==> src/rtl/qspi_xip_cache_pkg.sv <==
// Shared constants and FSM encoding for the QSPI XIP read cache.
// Latency: n/a (definitions only).
// Backpressure: n/a (definitions only).
package qspi_xip_cache_pkg;

  localparam logic [1:0] HTRANS_IDLE   = 2'b00;
  localparam logic [1:0] HTRANS_NONSEQ = 2'b10;
  localparam logic [2:0] HSIZE_WORD    = 3'b010;

  typedef enum logic [1:0] {
    S_IDLE = 2'd0,
    S_FILL = 2'd1,
    S_RESP = 2'd2
  } state_t;

endpackage

==> src/rtl/xip_cache_store.sv <==
// Valid/tag/data storage for the direct-mapped XIP cache.
// Latency: combinational read; writes take effect on the next HCLK edge.
// Backpressure: none; the controller alone decides when to write.
//
// Ports:
//   HCLK, HRESETn              clock, async active-low reset (clears valid bits)
//   inv                        clear every valid bit (wins over tv_en)
//   rd_idx, rd_word            read address -> rd_valid, rd_tag, rd_data
//   wr_en, wr_idx, wr_word,    one-word write used while filling a line
//   wr_data
//   tv_en, tv_idx, tv_tag      write tag and set valid for a line
import qspi_xip_cache_pkg::*;

module xip_cache_store #(
  parameter int NUM_LINES  = 32,
  parameter int LINE_WORDS = 4,
  parameter int TAG_W      = 23
) (
  input  logic                          HCLK,
  input  logic                          HRESETn,
  input  logic                          inv,
  input  logic [$clog2(NUM_LINES)-1:0]  rd_idx,
  input  logic [$clog2(LINE_WORDS)-1:0] rd_word,
  output logic                          rd_valid,
  output logic [TAG_W-1:0]              rd_tag,
  output logic [31:0]                   rd_data,
  input  logic                          wr_en,
  input  logic [$clog2(NUM_LINES)-1:0]  wr_idx,
  input  logic [$clog2(LINE_WORDS)-1:0] wr_word,
  input  logic [31:0]                   wr_data,
  input  logic                          tv_en,
  input  logic [$clog2(NUM_LINES)-1:0]  tv_idx,
  input  logic [TAG_W-1:0]              tv_tag
);

  logic [NUM_LINES-1:0] valid;
  logic [TAG_W-1:0]     tags [NUM_LINES];
  logic [31:0]          data [NUM_LINES][LINE_WORDS];

  always_ff @(posedge HCLK or negedge HRESETn) begin
    if (!HRESETn) begin
      valid <= '0;
    end else if (inv) begin
      valid <= '0;
    end else if (tv_en) begin
      valid[tv_idx] <= 1'b1;
    end
  end

  // Tag and data arrays carry no reset; the valid bits guard them.
  always_ff @(posedge HCLK) begin
    if (tv_en) tags[tv_idx] <= tv_tag;
    if (wr_en) data[wr_idx][wr_word] <= wr_data;
  end

  assign rd_valid = valid[rd_idx];
  assign rd_tag   = tags[rd_idx];
  assign rd_data  = data[rd_idx][rd_word];

endmodule

==> src/rtl/qspi_xip_cache.sv <==
// Direct-mapped read cache between the CPU AHB-Lite bus and the QSPI XIP controller.
// Latency: hit 0 wait states; miss LINE_WORDS x XIP beat latency + 1 wait states.
// Backpressure: HREADYOUT low for the whole line fill; fill advances only on M_HREADY.
//
// Ports: CPU-side AHB-Lite slave (HSEL, HREADY, HTRANS, HSIZE, HWRITE, HADDR ->
// HREADYOUT, HRDATA), INV invalidate-all pulse, flash-side AHB-Lite master
// (M_HADDR, M_HTRANS, M_HSIZE, M_HWRITE <- M_HRDATA, M_HREADY).
// Optional: define QSPI_XIP_CACHE_STATS_EN for HIT_CNT/MISS_CNT outputs.
import qspi_xip_cache_pkg::*;

module qspi_xip_cache #(
  parameter int NUM_LINES  = 32,
  parameter int LINE_WORDS = 4
) (
  input  logic        HCLK,
  input  logic        HRESETn,
  input  logic        HSEL,
  input  logic        HREADY,
  input  logic [1:0]  HTRANS,
  input  logic [2:0]  HSIZE,
  input  logic        HWRITE,
  input  logic [31:0] HADDR,
  output logic        HREADYOUT,
  output logic [31:0] HRDATA,
  input  logic        INV,
  output logic [31:0] M_HADDR,
  output logic [1:0]  M_HTRANS,
  output logic [2:0]  M_HSIZE,
  output logic        M_HWRITE,
  input  logic [31:0] M_HRDATA,
  input  logic        M_HREADY
`ifdef QSPI_XIP_CACHE_STATS_EN
  ,
  output logic [31:0] HIT_CNT,
  output logic [31:0] MISS_CNT
`endif
);

  localparam int OFF_W = $clog2(LINE_WORDS);
  localparam int IDX_W = $clog2(NUM_LINES);
  localparam int TAG_W = 30 - OFF_W - IDX_W;
  localparam logic [OFF_W-1:0] LAST_WORD = OFF_W'(LINE_WORDS - 1);

  state_t state, state_nx;

  // Registered CPU address phase.
  logic        dp_vld, dp_write;
  logic [31:0] dp_addr;

  logic [OFF_W-1:0] dp_word, a_cnt, d_cnt;
  logic [IDX_W-1:0] dp_idx;
  logic [TAG_W-1:0] dp_tag, rd_tag;
  logic             rd_valid, dp_rd, hit, miss;
  logic [31:0]      rd_data, resp_word;
  logic             a_done, d_pend, inv_pending;
  logic             issue, beat_cap, last_beat, tv_en;
  logic             unused_bits;

  assign dp_word = dp_addr[OFF_W+1:2];
  assign dp_idx  = dp_addr[OFF_W+2 +: IDX_W];
  assign dp_tag  = dp_addr[31 -: TAG_W];
  assign dp_rd   = dp_vld & ~dp_write;
  assign hit     = dp_rd & rd_valid & (rd_tag == dp_tag);
  assign miss    = (state == S_IDLE) & dp_rd & ~hit;

  // Beat 0 goes out in the miss cycle itself so the stall is LINE_WORDS beats + 1.
  assign issue     = miss | ((state == S_FILL) & ~a_done);
  assign beat_cap  = (state == S_FILL) & d_pend & M_HREADY;
  assign last_beat = beat_cap & (d_cnt == LAST_WORD);
  // A same-edge INV also blocks the line from becoming valid.
  assign tv_en     = last_beat & ~inv_pending & ~INV;

  assign unused_bits = ^{HSIZE, HTRANS[0], dp_addr[1:0]};

  always_ff @(posedge HCLK or negedge HRESETn) begin
    if (!HRESETn) begin
      dp_vld   <= 1'b0;
      dp_write <= 1'b0;
      dp_addr  <= '0;
    end else if (HREADY) begin
      dp_vld   <= HSEL & HTRANS[1];
      dp_write <= HWRITE;
      dp_addr  <= HADDR;
    end
  end

  always_ff @(posedge HCLK or negedge HRESETn) begin
    if (!HRESETn) state <= S_IDLE;
    else          state <= state_nx;
  end

  always_comb begin
    state_nx = state;
    case (state)
      S_IDLE:  if (miss) state_nx = S_FILL;
      S_FILL:  if (last_beat) state_nx = S_RESP;
      S_RESP:  state_nx = S_IDLE;
      default: state_nx = S_IDLE;
    endcase
  end

  // Pipelined fill: a_cnt tracks address phases, d_cnt tracks data phases.
  always_ff @(posedge HCLK or negedge HRESETn) begin
    if (!HRESETn) begin
      a_cnt       <= '0;
      d_cnt       <= '0;
      a_done      <= 1'b0;
      d_pend      <= 1'b0;
      inv_pending <= 1'b0;
      resp_word   <= '0;
    end else begin
      if (last_beat) begin
        a_cnt  <= '0;
        d_cnt  <= '0;
        a_done <= 1'b0;
        d_pend <= 1'b0;
      end else if (M_HREADY && (issue || d_pend)) begin
        d_pend <= issue;
        if (issue) begin
          if (a_cnt == LAST_WORD) a_done <= 1'b1;
          else                    a_cnt  <= a_cnt + 1'b1;
        end
        if (d_pend) d_cnt <= d_cnt + 1'b1;
      end
      if (beat_cap && (d_cnt == dp_word)) resp_word <= M_HRDATA;
      if (state_nx != S_FILL)              inv_pending <= 1'b0;
      else if (INV && (state == S_FILL))   inv_pending <= 1'b1;
    end
  end

  assign M_HTRANS = issue ? HTRANS_NONSEQ : HTRANS_IDLE;
  assign M_HADDR  = issue ? {dp_addr[31:OFF_W+2], a_cnt, 2'b00} : 32'h0;
  assign M_HSIZE  = HSIZE_WORD;
  assign M_HWRITE = 1'b0;

  always_comb begin
    HREADYOUT = 1'b1;
    HRDATA    = 32'h0;
    if (state == S_FILL || miss) HREADYOUT = 1'b0;
    if (state == S_RESP)         HRDATA = resp_word;
    else if (hit)                HRDATA = rd_data;
  end

  xip_cache_store #(
    .NUM_LINES (NUM_LINES),
    .LINE_WORDS(LINE_WORDS),
    .TAG_W     (TAG_W)
  ) u_store (
    .HCLK    (HCLK),
    .HRESETn (HRESETn),
    .inv     (INV),
    .rd_idx  (dp_idx),
    .rd_word (dp_word),
    .rd_valid(rd_valid),
    .rd_tag  (rd_tag),
    .rd_data (rd_data),
    .wr_en   (beat_cap),
    .wr_idx  (dp_idx),
    .wr_word (d_cnt),
    .wr_data (M_HRDATA),
    .tv_en   (tv_en),
    .tv_idx  (dp_idx),
    .tv_tag  (dp_tag)
  );

`ifdef QSPI_XIP_CACHE_STATS_EN
  always_ff @(posedge HCLK or negedge HRESETn) begin
    if (!HRESETn) begin
      HIT_CNT  <= '0;
      MISS_CNT <= '0;
    end else begin
      if ((state == S_IDLE) && hit && (HIT_CNT != 32'hFFFF_FFFF)) HIT_CNT <= HIT_CNT + 1'b1;
      if (miss && (MISS_CNT != 32'hFFFF_FFFF))                    MISS_CNT <= MISS_CNT + 1'b1;
    end
  end
`endif

endmodule
==> config.mk <==
export PLATFORM = sky130hd
export DESIGN_NAME = qspi_xip_cache
export DESIGN_NICKNAME = d
export VERILOG_FILES = /design/src/rtl/qspi_xip_cache_pkg.sv /design/src/rtl/xip_cache_store.sv /design/src/rtl/qspi_xip_cache.sv
export SDC_FILE = /design/constraint.sdc
export NUM_CORES = 2
export LEC_CHECK = 0
export CAP_MARGIN = 5
export CORE_MARGIN = 4
export CORE_UTILIZATION = 40
export CTS_CLUSTER_SIZE = 10
export DETAILED_ROUTE_END_ITERATION = 8
export PLACE_DENSITY = 0.66
export RECOVER_POWER = 100
export SYNTH_ARGS = -nofsm -noshare
export SYNTH_HDL_FRONTEND = slang
export SYNTH_MEMORY_MAX_BITS = 65536
export SYNTH_SLANG_ARGS = --single-unit
==> constraint.sdc <==
create_clock -name HCLK -period 6.1 [get_ports HCLK]
set_input_delay 0.61 -clock HCLK [delete_from_list [all_inputs] [get_ports HCLK]]
set_output_delay 0.61 -clock HCLK [all_outputs]
set_load 0.01 [all_outputs]
[Yosys cells after proc, flatten, opt, wreduce, memory -nomap -nowiden]
Memories as Yosys holds them, arrays and structs flattened.
Index checks and enable logic that the tools add are counted.
Storage, ports and cells
  bits in registers: 107
  memory bits (writable): 4832
  output and inout port bits: 71
  memories kept: 2
  word-level logic and storage cells: 104
Memories
  u_store.data: words 32, width 128, read ports 1, clocked after Yosys merged registers in 0, wr ports 1, line xip_cache_store.sv:38  | logic [31:0] data [NUM_LINES][LINE_WORDS];
  u_store.tags: words 32, width 23, read ports 1, clocked after Yosys merged registers in 0, wr ports 1, line xip_cache_store.sv:37  | logic [TAG_W-1:0] tags [NUM_LINES];
Operators by class
  reduce and logical (&&, ||, !) cells: 17
  muxes and demuxes: 38
  equal/unequal tests: 8
  add/sub/neg operators: 2
  bitwise operators: 21
  magnitude comparators: 5
Operators with widths (number)
  $mux 32: 8
  $mux 128: 1
  $bmux 32 s2: 1
  $demux 32 s2: 1
  $or 32x32->32: 1
  $eq 23x23->1: 1
  $mux 2: 10
  $mux 1: 14
  $and 1x1->1: 12
  $reduce_bool 2->1: 6
  $eq 2x2->1 const B: 3
  $ge 3x3->1 const B: 2
  $lt 5x6->1 const B: 1
  $not 2->3: 2
  $reduce_and 3->1: 2
  $bmux 1 s5: 1
  $demux 1 s5: 1
  $ge 5x1->1 const B: 1
  $logic_and 1x1->1: 5
  $not 1->1: 5
  $add 2x1->2 const B: 2
  $pmux 2 s2: 1
  $lt 3x1->1 const B: 1
  $eq 2x1->1 const B: 1
  other kinds (7): 8

[Logic depth before layout (Yosys ltp)]
  depth after elaboration: 11
  mapped depth: 17
  depth with buffers taken out: 9

[Modules after synthesis]
Synthesis repeated with hierarchy kept, for this count alone.
Second synthesis, totals
  cells, all modules: 7471
  area total of the unflattened synthesis: 188696.0 µm²
Modules (own cells, without submodules)
  xip_cache_store: area an instance 184981.2 µm², cells each 7168, times used 1, seq. area each 145899.9 µm²
  qspi_xip_cache: area an instance 3714.8 µm², cells each 303, times used 1, seq. area each 1826.8 µm²

[Worst setup path after synthesis]
No wires, ideal clock.
  kind: flip-flop to flip-flop
  start point: register dp_addr[5]
  end point: memory u_store.data[19][0] in the netlist's numbering, enable pin
  stages on the path, launching flop included: 14
  library setup time: 0.421 ns
  period minus slack after synthesis: 4.288 ns
  data arrival time: 3.867 ns
  setup slack: 1.812 ns
  buffers on the path: 10
  cells stage by stage: dfrtp_1 -> buf_4 -> buf_6 -> buf_4 -> buf_6 -> buf_6 -> buf_2 -> buf_2 -> buf_2 -> buf_2 -> and2_1 -> clkbuf_1 -> nand2_1 -> nor2_1
RTL lines
  from (decl): line qspi_xip_cache.sv:48  | logic [31:0] dp_addr;
  from (signal assigned): line qspi_xip_cache.sv:79  | dp_addr <= '0;
  from (signal assigned): line qspi_xip_cache.sv:83  | dp_addr <= HADDR;
  to (decl): line xip_cache_store.sv:38
Straight into the memory's write port.

[Final worst setup path]
  start point: register dp_addr[4]
  end point: output port HRDATA[25]
On the way
  word-level cells in the longest chain between the ends: 6
  elaborated cells on any way between the ends: 12
RTL lines
  $mem_v2 32x128 / $bmux 1 s5 (equally long branches)
  $bmux 32 s2 / $mux 1 (equally long branches): line xip_cache_store.sv:58, xip_cache_store.sv:56
  $mux 32 (not written as such) / $and 1x1->1 (equally long branches) (2 in series): line xip_cache_store.sv:58, qspi_xip_cache.sv:63
  $mux 32 (*): line qspi_xip_cache.sv:141  | else if (hit) HRDATA = rd_data;
  $mux 32 (*): line qspi_xip_cache.sv:140  | if (state == S_RESP) HRDATA = resp_word;
  to (decl): line qspi_xip_cache.sv:24  | output logic [31:0] HRDATA,
Mark *: on every way between the ends. The rest lies on a longest branch, timed or not. The select of a mux whose other input is x is not followed.

==> impl_metrics.ini <==
[sta]
max_freq_ghz = 0.1663
final.min_clock_period_ns = 6.015
period_share_pct = 98.60
relSlewSlack_pct = -234.4
worst_pin_slew_ns = 5.016
setup_tns_ns = 0
fin_skew_ns = 0.1109
rsz0062_at_grt = yes
setup_viol_count_final = 0
hold_viol = 0
finalMaxSlewViolations = 4616

[logic_synthesis]
ys.warnings.count = 0
netlist_instances = 8576
synth_seq_cells = 4937
synth_seq_area_share_pct = 77.71
synth_enable_flop_cells = 4832
netlist_top_cells_area = edfxtp_1 (76%), mux4_2 (14%), dfrtp_1 (1.4%), o22ai_1 (0.78%), mux2i_1 (0.75%)
yosysTopAreaCell = edfxtp_1
synth_cell_type_count = 81
synth.top_cells.by_count = edfxtp_1 (4832), mux4_2 (1209), nor2_1 (345)
syn-cell-area_sq_mm = 0.1901
synthMostInstantiatedCell = edfxtp_1
syn_area_per_cell_sq_um = 22.17
synthArstFlopShare_pct = 2.127
synthFlopType = edfxtp_1
synth_top_area_share_pct = 76.33

[final_layout]
multi_input_area_sq_mm = 0.04032
fin_cells = 15793
fill_cells = 38116
regArea_sq_mm = 0.1478
nets = 9460
syn2layout_area_growth_pct = 14.90
drive_gt1_share_pct = 28.37
final_area_sq_mm = 0.2184

[global_routing]
grt.total_usage_pct = 21.30
grt_pass1_vias = 97641
grt_pass1_wl_mm = 744.3
grt_start_max_net_pins = 118
grt_overflow = 0
antenna_found_initial = 36

[job]
maxCapViolCount = 80

[run_status]
violations = max-capacitance violations, max-slew violations
status = finished, violations left

[clocking]
clkTransAtPathRegs_ns = 0.05
cts-root-buf = clkbuf_16
cts_inserted_buffers = 566
cts_tree = built
htree_num_levels = 6
cts_num_sinks = 4937
insertion_delay_ns = 1.10
clockBufferDepth = 4

[min_path]
hold_depth = 3
hold_end = dp_addr[5]
min_from = HADDR[5]
worstHoldPathType = primary input to flop

[setup_path]
ff2ff_path_depth = 5
r2r-start = state[1]
regToRegSetupSlack_ns = 0.32
arrival_ns = 5.40
crit_type = flop to output pin
critPathLaunchType = flop
worst_r2r_endpoint = u_store.data[29][85]
crit_fanout = 14
cp-end-kind = output pin
cp.required_ns = 5.49

[floorplan]
die-area_sq_mm = 0.4863
io-pin-count = 147
rows = 252
initial_core_util_pct = 40.25
die_w_microns = 697.4
core_sq_mm = 0.4723
die_h_microns = 697.4

[placed_design]
place_inst = 15005
gp_congestion = 0.8474
placed_area_sq_mm = 0.2024
dp_hpwl_mm = 300.1
numPortBuffers = 133

[power]
ir_worst_vdd_mv = 0.3072
power_uw = 74750
leakagePower_uw = 0.06787
power.density_mw_per_mm2 = 342.2

[drt]
totalWireLength_mm = 529.9
drt_iter0_drc = 14840
drcViolationCount = 0
m1WireLength_mm = 194.6
ant_nets = 0
num_vias = 96375
wl_met3_mm = 55.26
top_layer = met5
wl_per_cell_microns = 33.55
vias_per_cell = 6.102
met2WireLength_mm = 252.9
first_pass_iters = 6
==> layout by cell type, fill, tap and decap left out, drive strengths merged, types with 34 or more instances in the layout <==
master,instances
a211oi,35
a21oi,55
a22oi,58
a31oi,40
buf,550
clkbuf,784
clkdlybuf4s50,99
dfrtp,105
edfxtp,4832
inv,66
mux2,80
mux2i,143
mux4,1225
nand2,329
nand3,46
nor2,345
nor3,37
o21ai,142
o221ai,42
o22ai,237
o31ai,34
==> critical path, cell delays in order, from the launching register on <==
cell,delay (ns)
dfrtp_4,0.46
buf_12,0.20
buf_16,0.23
buf_4,0.16
buf_4,0.12
buf_4,0.21
mux4_2,0.53
o22ai_1,0.19
a2111oi_0,0.10
buf_4,0.23
a21oi_1,0.86
nand2_1,0.14
o21ai_0,0.24
o31ai_1,0.14
clkdlybuf4s50_1,0.54
==> per-stage QoR <==
stage,setup slack [ns],hold slack (ns),util [%]
2_1_floorplan,1.812,0.3144,-
3_3_place_gp,0.2469,0.4705,42.85
3_5_place_dp,0.1648,0.4784,42.85
4_1_cts,0.006231,0.005689,46.29
5_1_grt,-0.04047,0.1717,46.24
6_report,0.08527,0.2023,46.24
==> how the worst max path moves through the flow <==
stage | from | endpoint | slack [ns] | cells past startpoint
detailed placement | dp_addr[4] | HRDATA[9] | 0.16 | 12
floorplan | dp_addr[5] | u_store.data[19][0] | 1.81 | 13
CTS | dp_addr[4] | HRDATA[14] | 0.006 | 14
global route | dp_addr[4] | HRDATA[14] | -0.04 | 13
finish | dp_addr[4] | HRDATA[25] | 0.09 | 14
global placement | dp_addr[4] | HRDATA[9] | 0.25 | 12
==> flip-flops by register name, indices dropped and copies added (netlist names) <==
name,cells
u_store.tags,736
dp_vld,1
resp_word,32
d_pend,1
a_done,1
u_store.valid,32
d_cnt,2
dp_write,1
a_cnt,2
u_store.data,4096
inv_pending,1
state,2
dp_addr,30
==> where the power goes <==
part           internal, uW  switching, uW
Combinational          2690           4190
Sequential            37700            247
Clock                 17000          12900
==> layer usage <==
layer	track usage, %	vias up
met3	4.200	1136
met4	9.271	18
met2	34.15	6144
met1	28.44	51484
li1	-	37593
met5	0	-
==> cells by family (layout without fill, tap and decap cells) <==
family	after synthesis	in the layout	synth area share, %
fa+ha+maj	5	5	0.03291
compound gates	750	750	2.615
simple gates	868	869	1.985
buf+inv	557	1536	1.837
xor+xnor	9	9	0.04147
flops	4937	4937	77.71
other cells	2	16	0.003951
mux	1448	1448	15.77
==> area by class of cell <==
type	instances	area share, %
Antenna cell	9	0.01031
Clock buffer	691	6.758
Clock inverter	59	0.4543
Inverter	39	0.07161
Multi-Input combinational cell	3088	18.46
Sequential cell	4937	67.65
Tap cell	6223	3.565
Timing Repair Buffer	747	3.035
==> timing repair <==
action	4_1_cts	5_1_grt
cloned	1	1
pin swaps	2	2
hold buffers	5	0
setup endpoints to repair	64	19
buffers inserted	18	4
gates resized for setup	44	29
hold endpoints to repair	111	0
Power figures use the tool's default switching activity.
